==> src/rtl/hcsr04_pkg.sv <==
// Shared types and helpers for the HC-SR04 echo emulator.
package hcsr04_pkg;

  localparam int unsigned US_W = 16;

  typedef enum logic [2:0] {
    StIdle,
    StTrigHi,
    StDelay,
    StEcho,
    StHoldoff
  } state_e;

  function automatic int unsigned cycles_per_us(input int unsigned clk_freq_hz);
    return clk_freq_hz / 1_000_000;
  endfunction

endpackage

==> src/rtl/us_timer.sv <==
// Microsecond interval timer: prescaler plus loadable down-counter.
// done pulses in the last cycle of a load_val*CPU cycle interval.
module us_timer
  import hcsr04_pkg::*;
#(
  parameter int unsigned CPU = 50
) (
  input  logic            clk,
  input  logic            rst_n,
  input  logic            load,
  input  logic [US_W-1:0] load_val,
  output logic            done
);

  localparam int unsigned PW = (CPU > 1) ? $clog2(CPU) : 1;
  localparam logic [PW-1:0] PreMax = PW'(CPU - 1);

  logic [PW-1:0]   pre_q, pre_d;
  logic [US_W-1:0] cnt_q, cnt_d;
  logic            tick;

  assign tick = (pre_q == PreMax);
  assign done = (cnt_q == US_W'(1)) && tick;

  always_comb begin
    pre_d = pre_q;
    cnt_d = cnt_q;
    if (load) begin
      pre_d = '0;
      cnt_d = load_val;
    end else if (cnt_q != '0) begin
      pre_d = tick ? '0 : pre_q + 1'b1;
      if (tick) cnt_d = cnt_q - 1'b1;
    end
  end

  always_ff @(posedge clk) begin
    if (!rst_n) begin
      pre_q <= '0;
      cnt_q <= '0;
    end else begin
      pre_q <= pre_d;
      cnt_q <= cnt_d;
    end
  end

endmodule

==> src/rtl/hcsr04_echo_emulator.sv <==
// HC-SR04 responder: validates a trigger pulse, waits the burst delay, then
// drives ECHO for a width proportional to the programmed distance.
module hcsr04_echo_emulator
  import hcsr04_pkg::*;
#(
  parameter int unsigned CLK_FREQ_HZ   = 50_000_000,
  parameter int unsigned TRIG_MIN_US   = 10,
  parameter int unsigned ECHO_DELAY_US = 200,
  parameter int unsigned US_PER_CM     = 58,
  parameter int unsigned TIMEOUT_US    = 38000,
  parameter int unsigned HOLDOFF_US    = 1000
) (
  input  logic       clk,
  input  logic       rst_n,
  input  logic       trigg,
  input  logic [7:0] dist_cm,
  output logic       ECHO,
  output logic       busy,
  output logic       short_trig
);

  localparam int unsigned CPU     = cycles_per_us(CLK_FREQ_HZ);
  localparam int unsigned TrigMin = TRIG_MIN_US * CPU;
  localparam int unsigned TW      = $clog2(TrigMin + 1);
  localparam logic [TW-1:0] TrigMinC = TW'(TrigMin);

  logic            sync1_q, trig_s, trig_prev_q;
  state_e          state_q, state_d;
  logic [TW-1:0]   hi_q, hi_d;
  logic [7:0]      dist_q, dist_d;
  logic            short_d;
  logic            load, done;
  logic [US_W-1:0] load_val, echo_w;

  always_comb begin
    echo_w = (dist_q == '0) ? US_W'(TIMEOUT_US) : US_W'(dist_q) * US_W'(US_PER_CM);
  end

  // Timer is reloaded on entry to every timed state so intervals are cycle-exact.
  always_comb begin
    load = (state_d != state_q) && (state_d inside {StDelay, StEcho, StHoldoff});
    unique case (state_d)
      StDelay: load_val = US_W'(ECHO_DELAY_US);
      StEcho:  load_val = echo_w;
      default: load_val = US_W'(HOLDOFF_US);
    endcase
  end

  always_comb begin
    state_d = state_q;
    hi_d    = hi_q;
    dist_d  = dist_q;
    short_d = 1'b0;
    unique case (state_q)
      StIdle: begin
        // The edge cycle itself is the first high cycle of the trigger.
        if (trig_s && !trig_prev_q) begin
          state_d = StTrigHi;
          hi_d    = TW'(1);
        end
      end
      StTrigHi: begin
        if (trig_s) begin
          if (hi_q < TrigMinC) hi_d = hi_q + 1'b1;
        end else if (hi_q >= TrigMinC) begin
          dist_d  = dist_cm;
          state_d = StDelay;
        end else begin
          short_d = 1'b1;
          state_d = StIdle;
        end
      end
      StDelay:   if (done) state_d = StEcho;
      StEcho:    if (done) state_d = StHoldoff;
      StHoldoff: if (done) state_d = StIdle;
      default:   state_d = StIdle;
    endcase
  end

  always_ff @(posedge clk) begin
    if (!rst_n) begin
      sync1_q     <= 1'b0;
      trig_s      <= 1'b0;
      trig_prev_q <= 1'b0;
      state_q     <= StIdle;
      hi_q        <= '0;
      dist_q      <= '0;
      ECHO        <= 1'b0;
      busy        <= 1'b0;
      short_trig  <= 1'b0;
    end else begin
      sync1_q     <= trigg;
      trig_s      <= sync1_q;
      trig_prev_q <= trig_s;
      state_q     <= state_d;
      hi_q        <= hi_d;
      dist_q      <= dist_d;
      ECHO        <= (state_q == StEcho);
      busy        <= (state_q != StIdle);
      short_trig  <= short_d;
    end
  end

  us_timer #(
    .CPU(CPU)
  ) u_timer (
    .clk      (clk),
    .rst_n    (rst_n),
    .load     (load),
    .load_val (load_val),
    .done     (done)
  );

endmodule
==> config.mk <==
export PLATFORM = sky130hd
export DESIGN_NAME = hcsr04_echo_emulator
export DESIGN_NICKNAME = d
export VERILOG_FILES = /design/src/rtl/hcsr04_pkg.sv /design/src/rtl/us_timer.sv /design/src/rtl/hcsr04_echo_emulator.sv
export SDC_FILE = /design/constraint.sdc
export NUM_CORES = 1
export LEC_CHECK = 0
export BUFFER_PORTS_ARGS = -buffer_cell sky130_fd_sc_hd__buf_2
export CAP_MARGIN = 20
export CORE_MARGIN = 10
export CORE_UTILIZATION = 30
export CTS_CLUSTER_DIAMETER = 50
export DETAILED_ROUTE_END_ITERATION = 6
export SETUP_SLACK_MARGIN = 0.15
export SYNTH_ARGS = -nofsm -noshare
export SYNTH_HDL_FRONTEND = slang
export SYNTH_SLANG_ARGS = --single-unit
==> constraint.sdc <==
create_clock -name clk -period 3.95 [get_ports clk]
set_input_delay 0.5925 -clock clk [delete_from_list [all_inputs] [get_ports clk]]
set_output_delay 0.5925 -clock clk [all_outputs]
set_load 0.05 [all_outputs]
==> out/metrics.csv, run 1 <==
metric,value,unit
clock period minus worst slack,3.56,ns
synth unique cells,62,
post-CTS setup buffer count,0,
Final Hold Vio Count,0,
row cnt,38,
Post-CTS Hold Buffers,0,
CTS Root Cell,clkbuf_16,
initial core utilization,31.1,%
dominant synthesized flop cell,dfxtp_1,
Clock power frac,49.0,%
top cell type by total area after synthesis,dfxtp_1,
max-cap violations,0,
P_leak,1.66,nW
clock sink total,48,
top-area cell type share of the netlist area,28.0,%
Max Fclk,0.281,GHz
Multi-input gate area,2280,µm²
WP data required,4.11,ns
vias after detailed routing,2815,
Placer Congestion,0.859,
Mapped Nets,465,
final instance area,3810,µm²
H-tree depth,2,
critical path type,register to register,
CP Capture Type,register,
unrepaired setup endpoints after global routing,yes,
"Remaining Overflow, GRT",0,
CTS Buf Count,5,
Setup Skew,0.00923,ns
largest cells by area after synthesis,"dfxtp_1 (28%), ha_1 (14%), fa_1 (6.4%)",
first-pass GRT wire length,13500,µm
Power Density,264,nW/µm²
Die Wd,127,µm
Filler Cell Count,1168,
DRC,0,
CTS Buffer Depth,2,
"Seq/Total Area, Yosys",28.0,%
final critical-path share of the clock period,90.1,%
Net Sw Power,0.211,mW
Synth-to-Final Area Change,11.3,%
Mapped Area,3430,µm²
Worst Hold Class,register to register,
Final Slew Violations,0,
vias in the first global route,2755,
Reg power frac,48.5,%
Slew headroom,43.7,%
WL final,7870,µm
Antenna diodes,0,
startpoint types,register,
Final #Nets,475,
Syn Inst Count,406,
Sum Neg Setup Slack,0,ns
die area,16100,µm²
Slew @ Worst Pin,0.841,ns
Syn. warnings,0,
Yosys reg bits,48,
Mean Syn Cell Area,8.44,µm²
DIE HEIGHT,127,µm
status,finished clean,
layout cell share with drive strength beyond 1,10.6,%
worst skew pair latency,0.29,ns
Seq. cell area,962,µm²
Detailed Route Iter0 Violations,190,
initial antenna violation count,0,
internal power,0.795,mW
VDD IR max,0.179,mV
Switching Share,20.9,%
post-route ant nets,0,
endpoints failing setup,0,
port bufs,13,
clk slew on worst S/H paths,0.07,ns
I/O pin count,14,
Gate power share,2.5,%
CTS tree,yes,
Pre-Repair DR Iteration Count,4,
vias per inst,5.05,
Crit path arrival time,3.72,ns
ys async rst share,0,%
largest net degree at the start of global routing,21,
Worst Path Max Fanout,4,
GRT Overall Usage,9.83,%
Post-synth EDFFs,0,
post-place instance area,3620,µm²
core footprint,11000,µm²
post-CTS sizing,0,
Detailed Place HPWL,6010,µm
WL per Instance,14.1,µm
[metal layers]
metal	track usage, %	vias up	share of wire [%]	wire (µm)
li1	-	1443	-	-
met1	12.6	1319	47	3730
met2	16.6	47	48	3790
met3	1.67	6	3.4	265
met4	2.41	0	1.0	82
met5	0	-	0	0
[cells in the final DEF (no fill, tap or decap), types with 4 or more instances in the layout]
cell type	n
o21a_1	8
xor2_1	11
fa_1	11
nor2_1	43
ha_1	37
nand3_1	14
nor4_1	5
and2_1	5
clkbuf_16	5
dfxtp_1	47
and3_1	6
inv_1	37
xnor2_1	12
o2111ai_1	4
nand4_1	8
nand2_1	33
a211oi_1	10
buf_2	13
and4_1	4
nor3_1	13
o31ai_1	4
o21ai_0	11
a21oi_1	20
[state kept, by name, summed over array words and instances (netlist names), 3 cells and up]
| signal | flops |
|---|---|
| u_timer.cnt_q | 16 |
| hi_q | 9 |
| dist_q | 8 |
| u_timer.pre_q | 6 |
| state_q | 3 |
[worst max-delay path, cell delays in order (launching register included)]
cell and delay, ns:
dfxtp_1 0.39, inv_1 0.13, fa_1 0.51, inv_1 0.04, ha_1 0.30, fa_1 0.46, ha_1 0.36, o21ai_0 0.18
nor2_1 0.09, o31ai_1 0.34, a21oi_2 0.14, a2111oi_2 0.38, o31ai_1 0.12
[power by group through the flow]
stage | logic, mW | clock network [mW] | registers, mW
floorplan | 0.0145 | 0 | 0.499
global placement | 0.0250 | 0 | 0.499
detailed placement | 0.0253 | 0 | 0.499
CTS | 0.0254 | 0.505 | 0.488
global route | 0.0281 | 0.527 | 0.488
finish | 0.0254 | 0.493 | 0.488
[kinds of logic after synthesis]
family | count (synthesis) | synth area share, %
fa+ha+maj | 48 | 19.9
compound gates | 80 | 16.2
flops | 48 | 28.0
xor+xnor | 23 | 5.88
buf+inv | 50 | 5.99
simple gates | 157 | 24.0
[cells in the mapped netlist, types with 10 or more instances]
cell	count
a21oi_1	21
nand2_1	33
dfxtp_1	48
nand3_1	14
o21ai_0	11
xor2_1	11
nor2_1	43
ha_1	37
inv_1	37
xnor2_1	12
nor3_1	13
fa_1	11
a211oi_1	10
[final timing paths]
| kind | from | to | slack, ns | cells past startpoint |
|---|---|---|---|---|
| min reg2reg | sync1_q | trig_s | 0.45 | 1 |
| max | dist_q[2] | u_timer.cnt_q[13] | 0.39 | 12 |
| max reg2reg | dist_q[2] | u_timer.cnt_q[13] | 0.39 | 12 |
| min | sync1_q | trig_s | 0.45 | 1 |
[area by class of cell]
cell class	count	share of cell area (%)
multi-input combinational	308	59.7
sequential	48	25.2
tap	140	4.59
inverter	37	3.64
clock buffer	5	3.28
timing repair buffer	16	2.30
clock inverter	3	1.25
[stage by stage]
stage	hold slack, ns	std cells	util, %	setup WS (ns)	power, mW
floorplan	0.412	406	-	0.442	0.514
global placement	0.425	549	32.8	0.282	0.524
detailed placement	0.426	549	32.8	0.151	0.525
CTS	0.452	557	34.4	0.154	1.02
global route	0.486	557	34.6	0.116	1.04
finish	0.451	557	34.6	0.391	1.01
Power figures use the tool's default switching activity.
==> run 2: changes to the inputs <==
CORE_ASPECT_RATIO = 1.2   (was unset)
==> run 2 against run 1 <==
Non-clock buffer count stayed put. Combinational power barely moved. Power up 0.25%. Maximum frequency decreased by 0.95%. Routed wire length down 3.7%. Sequential cell count did not move. Clock power about the same. Via count fell by 1.1%. Cell count is 2.5% higher. Register-to-register slack worse by 0.03 ns. Utilization decreased by 0.10 points. Cell area is 0.23% higher. Critical path type unchanged. Critical endpoint is now u_timer.cnt_q[12]. Highest routed layer unchanged.
==> out/metrics.csv, run 2 (synthesis gave the netlist of run 1 again) <==
metric,value,unit
Final Slew Violations,0,
vias in the first global route,2829,
CTS Root Cell,clkbuf_16,
WP data required,4.16,ns
Post-CTS Hold Buffers,0,
Worst Hold Class,register to register,
Placed Cells incl. Taps,563,
vias per inst,4.88,
worst skew pair latency,0.30,ns
row cnt,42,
status,finished clean,
layout cell share with drive strength beyond 1,10.3,%
dpl ws,0.210,ns
CP Capture Type,register,
Max Fclk,0.278,GHz
CTS tree,yes,
port bufs,13,
"Remaining Overflow, GRT",0,
Slew @ Worst Pin,0.889,ns
"non-filler cells, final",571,
final critical-path share of the clock period,91.0,%
crit path buf inv count,5,
Slew headroom,40.3,%
post-route ant nets,0,
first-pass GRT wire length,13100,µm
largest stage delay on the critical path,0.53,ns
WL final,7580,µm
endpoints failing setup,0,
VDD IR max,0.168,mV
P_leak,1.65,nW
Detailed Route Iter0 Violations,146,
Worst path top cell family by delay,adder cells,
I/O pin count,14,
DRC,0,
critical path cell sequence,"inv_1, fa_1, inv_1, ha_1, inv_1, fa_1, inv_1, ha_1, o21a_1, o31a_1, o21ai_0, a2111oi_2, buf_4, o22ai_1, nor3_1",
Power Density,264,nW/µm²
CTS Buf Count,5,
Reg power frac,48.4,%
Synth-to-Final Area Change,11.5,%
Gate power share,2.5,%
vias after detailed routing,2784,
Pre-Repair DR Iteration Count,4,
H-tree depth,2,
most frequent CP cell,inv_1,
Final Hold Vio Count,0,
largest net degree at the start of global routing,21,
initial antenna violation count,0,
DIE HEIGHT,137,µm
Detailed Place HPWL,6020,µm
Crit path arrival time,3.81,ns
Net Sw Power,0.213,mW
Final #Nets,475,
Largest register FFs,16,
Top reg by flops,u_timer.cnt_q,
WL per Instance,13.3,µm
max-cap violations,0,
startpoint types,register,
most frequent cells in the layout,"dfxtp_1 (46), nor2_1 (43), inv_1 (37), ha_1 (37), nand2_1 (33)",
die area,16100,µm²
GRT Overall Usage,9.57,%
Clock power frac,49.1,%
Worst Path Max Fanout,4,
Die Wd,118,µm
core footprint,11100,µm²
Largest regs,"u_timer.cnt_q x16, hi_q x9, dist_q x8",
CTS Buffer Depth,2,
initial core utilization,30.9,%
clock period minus worst slack,3.59,ns
internal power,0.795,mW
Placer Congestion,0.841,
clk slew on worst S/H paths,0.07,ns
critical-path cell with the highest stage delay,fa_1,
Sum Neg Setup Slack,0,ns
PnR worst setup slack,0.357,ns
critical path type,register to register,
Switching Share,21.1,%
post-CTS setup buffer count,0,
Setup Skew,0.00688,ns
Antenna diodes,0,
unrepaired setup endpoints after global routing,no,
clock sink total,48,
"most common cell after layout, fill and taps aside",dfxtp_1,
## run 2: worst reg2reg max path, cell delays in order (launching register included)
cell and delay (ns):
dfxtp_1 0.44, inv_1 0.14, fa_1 0.53, inv_1 0.05, ha_1 0.26, inv_1 0.05
fa_1 0.49, inv_1 0.04, ha_1 0.33, o21a_1 0.14, o31a_1 0.18, o21ai_0 0.15
a2111oi_2 0.32, buf_4 0.17, o22ai_1 0.07, nor3_1 0.16
## run 2: layer usage
layer / vias to the layer above / track usage [%] / part of all wire, %
met1: 1297 / 11.4 / 47
met5: - / 0 / 0
met3: 14 / 1.77 / 1.9
met4: 0 / 3.51 / 2.2
met2: 31 / 16.8 / 48
li1: 1442 / - / -
## run 2: power by group through the flow
| stage | Combinational (mW) | Sequential [mW] | Clock, mW |
|---|---|---|---|
| finish | 0.0251 | 0.488 | 0.495 |
| global route | 0.0284 | 0.488 | 0.524 |
| CTS | 0.0255 | 0.488 | 0.506 |
| detailed placement | 0.0253 | 0.499 | 0 |
| global placement | 0.0250 | 0.499 | 0 |
| floorplan | 0.0145 | 0.499 | 0 |
## run 2: what timing repair did
action,4_1_cts,5_1_grt
resized for setup,0,5
endpoints found under the setup margin,0,3
endpoints found under the hold margin,0,0
## run 2: path summary, 6_finish.rpt
| check | cells past startpoint | from | slack, ns | endpoint |
|---|---|---|---|---|
| hold / removal | 1 | sync1_q | 0.47 | trig_s |
| setup / recovery | 15 | dist_q[4] | 0.36 | u_timer.cnt_q[12] |
| hold reg to reg | 1 | sync1_q | 0.47 | trig_s |
| setup reg to reg | 15 | dist_q[4] | 0.36 | u_timer.cnt_q[12] |
## run 2: cell type report
class                   instances  area [µm²]
well taps                     154         193
inverters                      37         139
fillers                      1160        7270
repair buffers                 16        87.6
clock inverters                 3        46.3
multi-input cells             308        2270
flip-flops and latches         48         963
clock buffers                   5         125
## run 2: stage by stage
step | hold slack (ns) | util (%) | instance area, µm² | power (mW)
final | 0.466 | 34.5 | 3820 | 1.01
after global routing | 0.476 | 34.5 | 3820 | 1.04
after CTS | 0.466 | 34.4 | 3810 | 1.02
after detailed placement | 0.428 | 32.8 | 3640 | 0.525
after global placement | 0.443 | 32.8 | 3640 | 0.524
after floorplan | 0.412 | - | 3430 | 0.514
